`config.mk`:
```
export PLATFORM = sky130hd
export DESIGN_NAME = score_hp_arbiter
export DESIGN_NICKNAME = d
export VERILOG_FILES = /design/src/rtl/game_pkg.sv /design/src/rtl/rr_arb4.sv /design/src/rtl/score_hp_arbiter.sv
export SDC_FILE = /design/constraint.sdc
export NUM_CORES = 1
export LEC_CHECK = 0
export BUFFER_PORTS_ARGS = -buffer_cell sky130_fd_sc_hd__buf_2
export CAP_MARGIN = 20
export CORE_MARGIN = 3
export CORE_UTILIZATION = 30
export CTS_CLUSTER_SIZE = 30
export DETAILED_ROUTE_END_ITERATION = 10
export PLACE_DENSITY = 0.59
export SETUP_SLACK_MARGIN = 0.5
export SLEW_MARGIN = 20
export SYNTH_ARGS = -nofsm -noshare
export SYNTH_HDL_FRONTEND = slang
export SYNTH_SLANG_ARGS = --single-unit
```
`constraint.sdc`:
```
create_clock -name clk -period 4.89 [get_ports clk]
set_clock_uncertainty 0.05 [all_clocks]
set_input_delay 0.489 -clock clk [delete_from_list [all_inputs] [get_ports clk]]
set_output_delay 0.489 -clock clk [all_outputs]
set_load 0.02 [all_outputs]
```
`src/rtl/game_pkg.sv`:
```
// Shared types and constants for the tank-game score/HP controller.
//   state_t   : game sequencing states (IDLE/PLAY/OVER)
//   HP_W      : HP counter width
//   SCORE_W   : score counter width
//   NUM_TANKS : number of enemy tanks reporting kills
//   LED_W     : width of the HP bar on the board LEDs
//   hp_bar()  : thermometer code, bit k set iff hp > k
package game_pkg;

    typedef enum logic [1:0] {
        IDLE = 2'd0,
        PLAY = 2'd1,
        OVER = 2'd2
    } state_t;

    localparam int unsigned HP_W      = 3;
    localparam int unsigned SCORE_W   = 7;
    localparam int unsigned NUM_TANKS = 4;
    localparam int unsigned LED_W     = 5;

    function automatic logic [LED_W-1:0] hp_bar(input logic [HP_W-1:0] hp);
        logic [LED_W-1:0] bar;
        bar = '0;
        for (int unsigned k = 0; k < LED_W; k++) begin
            bar[k] = (32'(hp) > k);
        end
        return bar;
    endfunction

endpackage

```
`src/rtl/rr_arb4.sv`:
```
// 4-way round-robin arbiter.
//   clk, rst : clock, synchronous active-high reset (pointer -> 0)
//   req      : request vector
//   advance  : when high and a request is granted, pointer moves past it
//   grant    : combinational one-hot grant (0 if no request)
module rr_arb4
    import game_pkg::*;
(
    input  logic                 clk,
    input  logic                 rst,
    input  logic [NUM_TANKS-1:0] req,
    input  logic                 advance,
    output logic [NUM_TANKS-1:0] grant
);

    logic [1:0] ptr;
    logic [1:0] idx;
    logic [1:0] gidx;
    logic       found;

    // Scan starting at ptr, wrapping; first set request wins.
    always_comb begin
        grant = '0;
        found = 1'b0;
        gidx  = '0;
        idx   = '0;
        for (int unsigned k = 0; k < NUM_TANKS; k++) begin
            idx = ptr + 2'(k);
            if (!found && req[idx]) begin
                grant[idx] = 1'b1;
                gidx       = idx;
                found      = 1'b1;
            end
        end
    end

    always_ff @(posedge clk) begin
        if (rst) begin
            ptr <= '0;
        end else if (advance && found) begin
            ptr <= gidx + 2'd1;
        end
    end

endmodule

```
`src/rtl/score_hp_arbiter.sv`:
```
// Score/HP controller: serialises enemy kill events through a round-robin
// arbiter into a saturating score, tracks player HP with bonus lives, and
// sequences IDLE/PLAY/OVER.
//   clk, rst   : clock, synchronous active-high reset
//   game_en    : level, high = play; low returns to IDLE and reloads
//   kill_pulse : one-cycle kill event per enemy tank
//   hit_pulse  : one-cycle player-hit event
//   score      : saturating score 0..SCORE_MAX
//   HP_value   : player HP 0..HP_MAX
//   led        : HP bar, one cycle behind HP_value
//   game_over  : high in OVER
//   grant      : registered one-hot of the kill scored next edge
//   drop_err   : sticky, a kill event was lost
module score_hp_arbiter
    import game_pkg::*;
#(
    parameter int unsigned HP_INIT    = 5,
    parameter int unsigned HP_MAX     = 5,
    parameter int unsigned BONUS_STEP = 10,
    parameter int unsigned SCORE_MAX  = 99
) (
    input  logic                 clk,
    input  logic                 rst,
    input  logic                 game_en,
    input  logic [NUM_TANKS-1:0] kill_pulse,
    input  logic                 hit_pulse,
    output logic [SCORE_W-1:0]   score,
    output logic [HP_W-1:0]      HP_value,
    output logic [LED_W-1:0]     led,
    output logic                 game_over,
    output logic [NUM_TANKS-1:0] grant,
    output logic                 drop_err
);

    state_t               state;
    logic [NUM_TANKS-1:0] pending;
    logic [NUM_TANKS-1:0] arb_grant;
    logic                 advance;
    logic                 score_bump;
    logic                 bonus;
    logic [SCORE_W-1:0]   score_next;

    rr_arb4 u_arb (
        .clk     (clk),
        .rst     (rst),
        .req     (pending),
        .advance (advance),
        .grant   (arb_grant)
    );

    // grant is registered, so the score increments one edge after the
    // arbiter decision; pointer only moves when that grant is registered.
    always_comb begin
        advance    = (state == PLAY) && game_en && (HP_value != '0);
        score_next = score + SCORE_W'(1);
        score_bump = (state == PLAY) && (grant != '0) &&
                     (score < SCORE_W'(SCORE_MAX));
        bonus      = score_bump &&
                     ((score_next % SCORE_W'(BONUS_STEP)) == '0);
    end

    always_ff @(posedge clk) begin
        if (rst) begin
            state     <= IDLE;
            score     <= '0;
            HP_value  <= HP_W'(HP_INIT);
            led       <= hp_bar(HP_W'(HP_INIT));
            game_over <= 1'b0;
            grant     <= '0;
            pending   <= '0;
            drop_err  <= 1'b0;
        end else begin
            led <= hp_bar(HP_value);
            if (!game_en || state == IDLE) begin
                // Reload happens both on leaving any state and on start.
                state     <= game_en ? PLAY : IDLE;
                score     <= '0;
                HP_value  <= HP_W'(HP_INIT);
                game_over <= 1'b0;
                grant     <= '0;
                pending   <= '0;
                drop_err  <= 1'b0;
            end else begin
                case (state)
                    PLAY: begin
                        if (score_bump) score <= score_next;
                        if (HP_value == '0) begin
                            state     <= OVER;
                            game_over <= 1'b1;
                            grant     <= '0;
                        end else begin
                            grant   <= arb_grant;
                            // A re-pulse on the bit being granted is a new event.
                            pending <= (pending & ~arb_grant) | kill_pulse;
                            if ((kill_pulse & pending & ~arb_grant) != '0)
                                drop_err <= 1'b1;
                            if (bonus && !hit_pulse) begin
                                if (HP_value < HP_W'(HP_MAX))
                                    HP_value <= HP_value + HP_W'(1);
                            end else if (hit_pulse && !bonus) begin
                                HP_value <= HP_value - HP_W'(1);
                            end
                        end
                    end
                    OVER: begin
                        grant <= '0;
                    end
                    default: begin
                        state <= IDLE;
                    end
                endcase
            end
        end
    end

endmodule

```
* Yosys cells after proc, flatten, opt, wreduce, memory -nomap -nowiden
Cells that the tools add are included.
W data, S select, Z words.
** Operators by class
- Add/subtract/negate cells :: 7
- Divide/modulo/power cells :: 1
- $lt $le $gt $ge :: 15
- Equality and inequality tests :: 5
- Mux-type cells :: 37
- Bitwise operators :: 9
- Reductions and logical operators :: 37
** Operators by type and width (count)
- $mux W4 :: 5
- $or A4 B4 Y4 :: 4
- $logic_and A1 B1 Y1 :: 15
- $mux W1 :: 13
- $and A4 B4 Y4 :: 3
- $lt A2 B3 Y1 const B :: 4
- $mux W2 :: 6
- $mux W3 :: 3
- $bmux W1 S2 :: 4
- $demux W1 S2 :: 4
- $ge A2 B1 Y1 const B :: 4
- $pmux W4 S2 :: 1
- $reduce_and A2 Y1 :: 4
- $reduce_bool A4 Y1 :: 2
- $add A7 B1 Y7 const B :: 1
- $logic_not A7 Y1 :: 1
- $lt A7 B7 Y1 const B :: 1
- $mod A7 B4 Y7 const B :: 1
- $gt A3 B1 Y1 const B :: 2
- $gt A3 B2 Y1 const B :: 2
- $logic_not A1 Y1 :: 6
- $add A2 B1 Y2 const B :: 2
- $add A2 B2 Y2 const B :: 2
- $not A4 Y4 :: 1
- 19 further kinds :: 20
** Word-level totals
- Register bits :: 29
- Bits of input ports :: 8

* Depth between registers and ports, before layout
- Depth in word-level cells :: 16
- Gate-level depth with buffers :: 14
- Depth with buffers taken out :: 14

* By module
A second synthesis with hierarchy kept.
** Second synthesis, totals
- Cells, all modules :: 253
- Area, all modules :: 2154.6 sq um
** Modules (own cells, without submodules)
- score_hp_arbiter :: instances 1, cells each 189, area an instance 1582.8 sq um, sequential area each 540.5 sq um
- rr_arb4 :: instances 1, cells each 64, area an instance 571.8 sq um, sequential area each 40.0 sq um

* Worst setup path before layout
Ideal clock, no wire load.
- Kind :: register -> register
- Start point :: reg score[0]
- End point :: reg HP_value[2]
- Library setup time :: 0.129 ns
- Arrival :: 2.790 ns
- Required time :: 4.711 ns
- Setup slack :: 1.921 ns
- Stages on the path, launching flop included :: 15
- Period minus slack after synthesis :: 2.969 ns
- Cell sequence :: dfxtp_1 ha_1 and3_1 clkbuf_1 or3_1 a21oi_1 a21oi_1 or3_1 nand3_1 ha_1 inv_1 o211ai_1 nor2_1 o22ai_1 nand2_1
** Between the ends
- Word-level cells in the longest chain between the ends :: 8
- Elaborated cells between the ends (all ways) :: 13
- Those cells by class :: add/sub (1); div (1); order compare (1); eq/ne (1); mux (1); reduce/logical (8)
** Ends and longest elaborated chain
- start, declared :: RTL line score_hp_arbiter.sv:27 : output logic [SCORE_W-1:0] score,
- start signal, assigned :: RTL line score_hp_arbiter.sv:86 : if (score_bump) score <= score_next;
- $add A7 B1 Y7 :: RTL line score_hp_arbiter.sv:55 : score_next = score + SCORE_W'(1);
- $mod A7 B4 Y7 :: RTL line score_hp_arbiter.sv:59 : ((score_next % SCORE_W'(BONUS_STEP)) == '0);
- $logic_not A7 Y1 :: RTL line score_hp_arbiter.sv:59
- $logic_and A1 B1 Y1 (*) :: RTL line score_hp_arbiter.sv:58 : bonus = score_bump &&
- $logic_not A1 Y1 :: RTL line score_hp_arbiter.sv:100 : end else if (hit_pulse && !bonus) begin
- $logic_and A1 B1 Y1 :: RTL line score_hp_arbiter.sv:100
- $reduce_bool A2 Y1 (no source line)
- $reduce_and A4 Y1 (no source line)
- end signal, assigned :: RTL line score_hp_arbiter.sv:78 : HP_value <= HP_W'(HP_INIT);
- end signal, assigned :: RTL line score_hp_arbiter.sv:99 : HP_value <= HP_value + HP_W'(1);
- end signal, assigned :: RTL line score_hp_arbiter.sv:101 : HP_value <= HP_value - HP_W'(1);
- end, declared :: RTL line score_hp_arbiter.sv:28 : output logic [HP_W-1:0] HP_value,
Every way passes the cells marked *; elsewhere a longest branch is shown, timed or not.
A chain may end at the register's enable or synchronous reset.

* Worst setup path after layout
- Start point :: reg u_arb.ptr[0]
- End point :: reg drop_err
** Between the ends
- Word-level cells in the longest chain between the ends :: 16
- Elaborated cells between the ends (all ways) :: 51
- Those cells by class :: add/sub (3); order compare (8); mux (23); bitwise (5); reduce/logical (12)
** Ends and longest elaborated chain
- start, declared :: RTL line rr_arb4.sv:16 : logic [1:0] ptr;
- start signal, assigned :: RTL line rr_arb4.sv:41 : ptr <= gidx + 2'd1;
- parallel branches: the longest is 11 deep, another holds $lt A2 B3 Y1
- $mux W4 (*) :: RTL line rr_arb4.sv:29 : if (!found && req[idx]) begin
- $not A4 Y4 (*) :: RTL line score_hp_arbiter.sv:95 : if ((kill_pulse & pending & ~arb_grant) != '0)
- $and A4 B4 Y4 (*) :: RTL line score_hp_arbiter.sv:95
- $reduce_bool A4 Y1 (*) :: RTL line score_hp_arbiter.sv:95
- $reduce_and A3 Y1 (no source line) (*)
- end signal, assigned :: RTL line score_hp_arbiter.sv:71 : drop_err <= 1'b0;
- end signal, assigned :: RTL line score_hp_arbiter.sv:82 : drop_err <= 1'b0;
- end signal, assigned :: RTL line score_hp_arbiter.sv:96 : drop_err <= 1'b1;
- end, declared :: RTL line score_hp_arbiter.sv:32 : output logic drop_err
Every way passes the cells marked *. The select of a mux whose other input is x is not followed.

==> metrics.yaml <==
synth_edf_count: 0
min_to: "drop_err"
layout.cells.most_common: "nor2_1"
netlist_instances: 283
final_hold_viol_count: 0
start_kind: "flop"
numPortBuffers: 28
grt_use_total_pct: 12.6
overflow: 0
wl_mm: 5.34
min_from: "drop_err"
grt_pass1_wl_mm: 8.94
drive_above_1_share_pct: 16.3
ant_nets: 0
syn-num-nets: 306
syn_to_final_growth_pct: 12.5
io_pins: 29
period_minus_slack_ns: 3.20
clock_insertion_delay_worst_skew_ns: 0.27
r2r_end: "drop_err"
layout_setup_ws_ns: 1.69
cts_tree: "yes"
leakagePower_nw: 0.919
drtIter0Drc: 73
via_per_inst: 5.11
r2r_start: "u_arb.ptr[0]"
first_global_vias: 1926
die_height_um: 91.5
final_cell_mix: "nor2_1 (39), dfxtp_1 (29), buf_2 (28), nand2_1 (26), inv_1 (19)"
cts_max_path_buffers: 2
slew_headroom_pct: 53.6
crit_start: "u_arb.ptr[0]"
num_vias: 2028
die_w_um: 91.5
cts.sinks: 29
postCtsHoldBufs: 0
async_reset_ff_share_pct: 0
timing.fmax_mhz: 312
outcome: "finished, final reports clean"
place_ws_ns: 1.74
clk_pin_slew_worst_paths_ns: 0.06
reg2regPathDepth: 9
drc: 0
maxCapViolCount: 0
wl_per_cell_um: 13.4
whs_ns: 0.397
finish.utilization_pct: 35.5
core-area_um2: 6940
cts_setup_buffers: 0
nNetsFinal: 323
fillers: 737
cp-end-kind: "flop"
peakVddDrop_mv: 0.0808
dp_hpwl_mm: 3.95
required_ns: 4.99
cts_made_buffers: 5
ys.flop_type: "dfxtp_1"
htreeDepth: 2
synth_area_um2: 2190
crit_type: "flop to flop"
synth_seq_cells: 29
dieArea_um2: 8360
grt_max_degree: 23
place.gp.congestion: 0.866
hp-class: "flop to flop"
ys.warnings.count: 0
worstPathArrival_ns: 3.30
tightest_slew_ns: 0.688
period_share_pct: 65.5
ys_types: 50
hold_depth: 2
p_per_area_nw_per_um2: 193
setup_violations: 0
dr.pass1.iters: 4
r2r_slack_ns: 1.69
seq_area_frac_synth_pct: 26.5
avgSynthCellArea_um2: 7.74
n_antenna_cell: 0
critical_path.max_fanout: 22
setup_tns_ns: 0
post_cts_resized: 0
initial_utilization_pct: 31.5
slew_violations: 0
antenna_found_initial: 0
rsz0062_at_grt: "false"
rows: 30
root_buffer: "clkbuf_8"
metal layers:
| layer | vias up | track usage (%) | routed length [µm] | part of all wire, % |
|---|---|---|---|---|
| li1 | 1032 | - | - | - |
| met1 | 948 | 15.4 | 2420 | 45 |
| met2 | 40 | 22.8 | 2630 | 49 |
| met3 | 8 | 2.24 | 221 | 4.1 |
| met4 | 0 | 3.14 | 70 | 1.3 |
| met5 | - | 0 | 0 | 0 |
cell families after synthesis:
| logic type | synth area share (%) |
|---|---|
| simple gates | 23.4 |
| mux | 5.43 |
| flops | 26.5 |
| buf+inv | 7.60 |
| xor+xnor | 4.80 |
| fa+ha+maj | 8.57 |
| compound gates | 23.8 |
flip-flops by register name, indices dropped and copies added (netlist names):
name       count
led            5
score          7
state          2
pending        4
grant          4
u_arb.ptr      2
drop_err       1
game_over      1
HP_value       3
synthesized netlist by cell type (all sizes together) (3+ instances only):
cell     count  area share (%)
nor2        39             6.7
dfxtp       29              26
nand2       26             4.5
inv         19             3.3
a21oi       16             3.7
ha          15             8.6
o21ai       13             3.0
buf         11             3.0
clkbuf       8             1.4
a211oi       7             2.6
nand2b       7             2.0
xnor2        7             2.8
o22ai        6             1.7
mux2         5             2.6
nand3        5             1.1
nor3         5             1.1
or3          5             1.4
xor2         5             2.0
a221oi       4             1.6
a2bb2oi      4             1.6
a41o         4             1.8
and3         4             1.1
mux2i        4             1.8
o41ai        4             1.6
nand3b       3             1.0
or3b         3             1.2
cell type report:
cell class | instances | area [µm²] | share of cell area, %
multi-input combinational | 216 | 1440 | 58.6
sequential | 29 | 581 | 23.6
timing repair buffer | 29 | 148 | 5.99
tap | 96 | 120 | 4.87
clock buffer | 7 | 96.3 | 3.91
inverter | 19 | 71.3 | 2.89
clock inverter | 1 | 5.00 | 0.203
critical path, cell delays in order (launching register included):
cell and delay [ns]:
dfxtp_1 0.31, buf_4 0.24, inv_1 0.14, ha_1 0.49
or3b_1 0.40, a2111oi_0 0.41, or3_1 0.42, a211oi_1 0.15
o41ai_1 0.36, a21oi_1 0.10
per-stage QoR:
stage	power (mW)	instances	cell area [µm²]
6_report	0.476	397	2460
5_1_grt	0.498	397	2460
4_1_cts	0.482	397	2460
3_5_place_dp	0.265	389	2360
3_3_place_gp	0.264	389	2360
2_1_floorplan	0.257	283	2190
worst max-delay path by stage:
stage,to,slack [ns],depth (start not counted)
3_5_place_dp,drop_err,1.74,9
6_report,drop_err,1.69,9
3_3_place_gp,drop_err,1.73,9
2_1_floorplan,HP_value[2],1.92,14
4_1_cts,drop_err,1.72,9
5_1_grt,drop_err,1.35,9
power by group:
part / internal (mW) / switching (mW)
combinational: 0.00848 / 0.0127
sequential: 0.237 / 0.000995
clock: 0.127 / 0.0900
No activity file was read; power rests on OpenSTA's default activity.
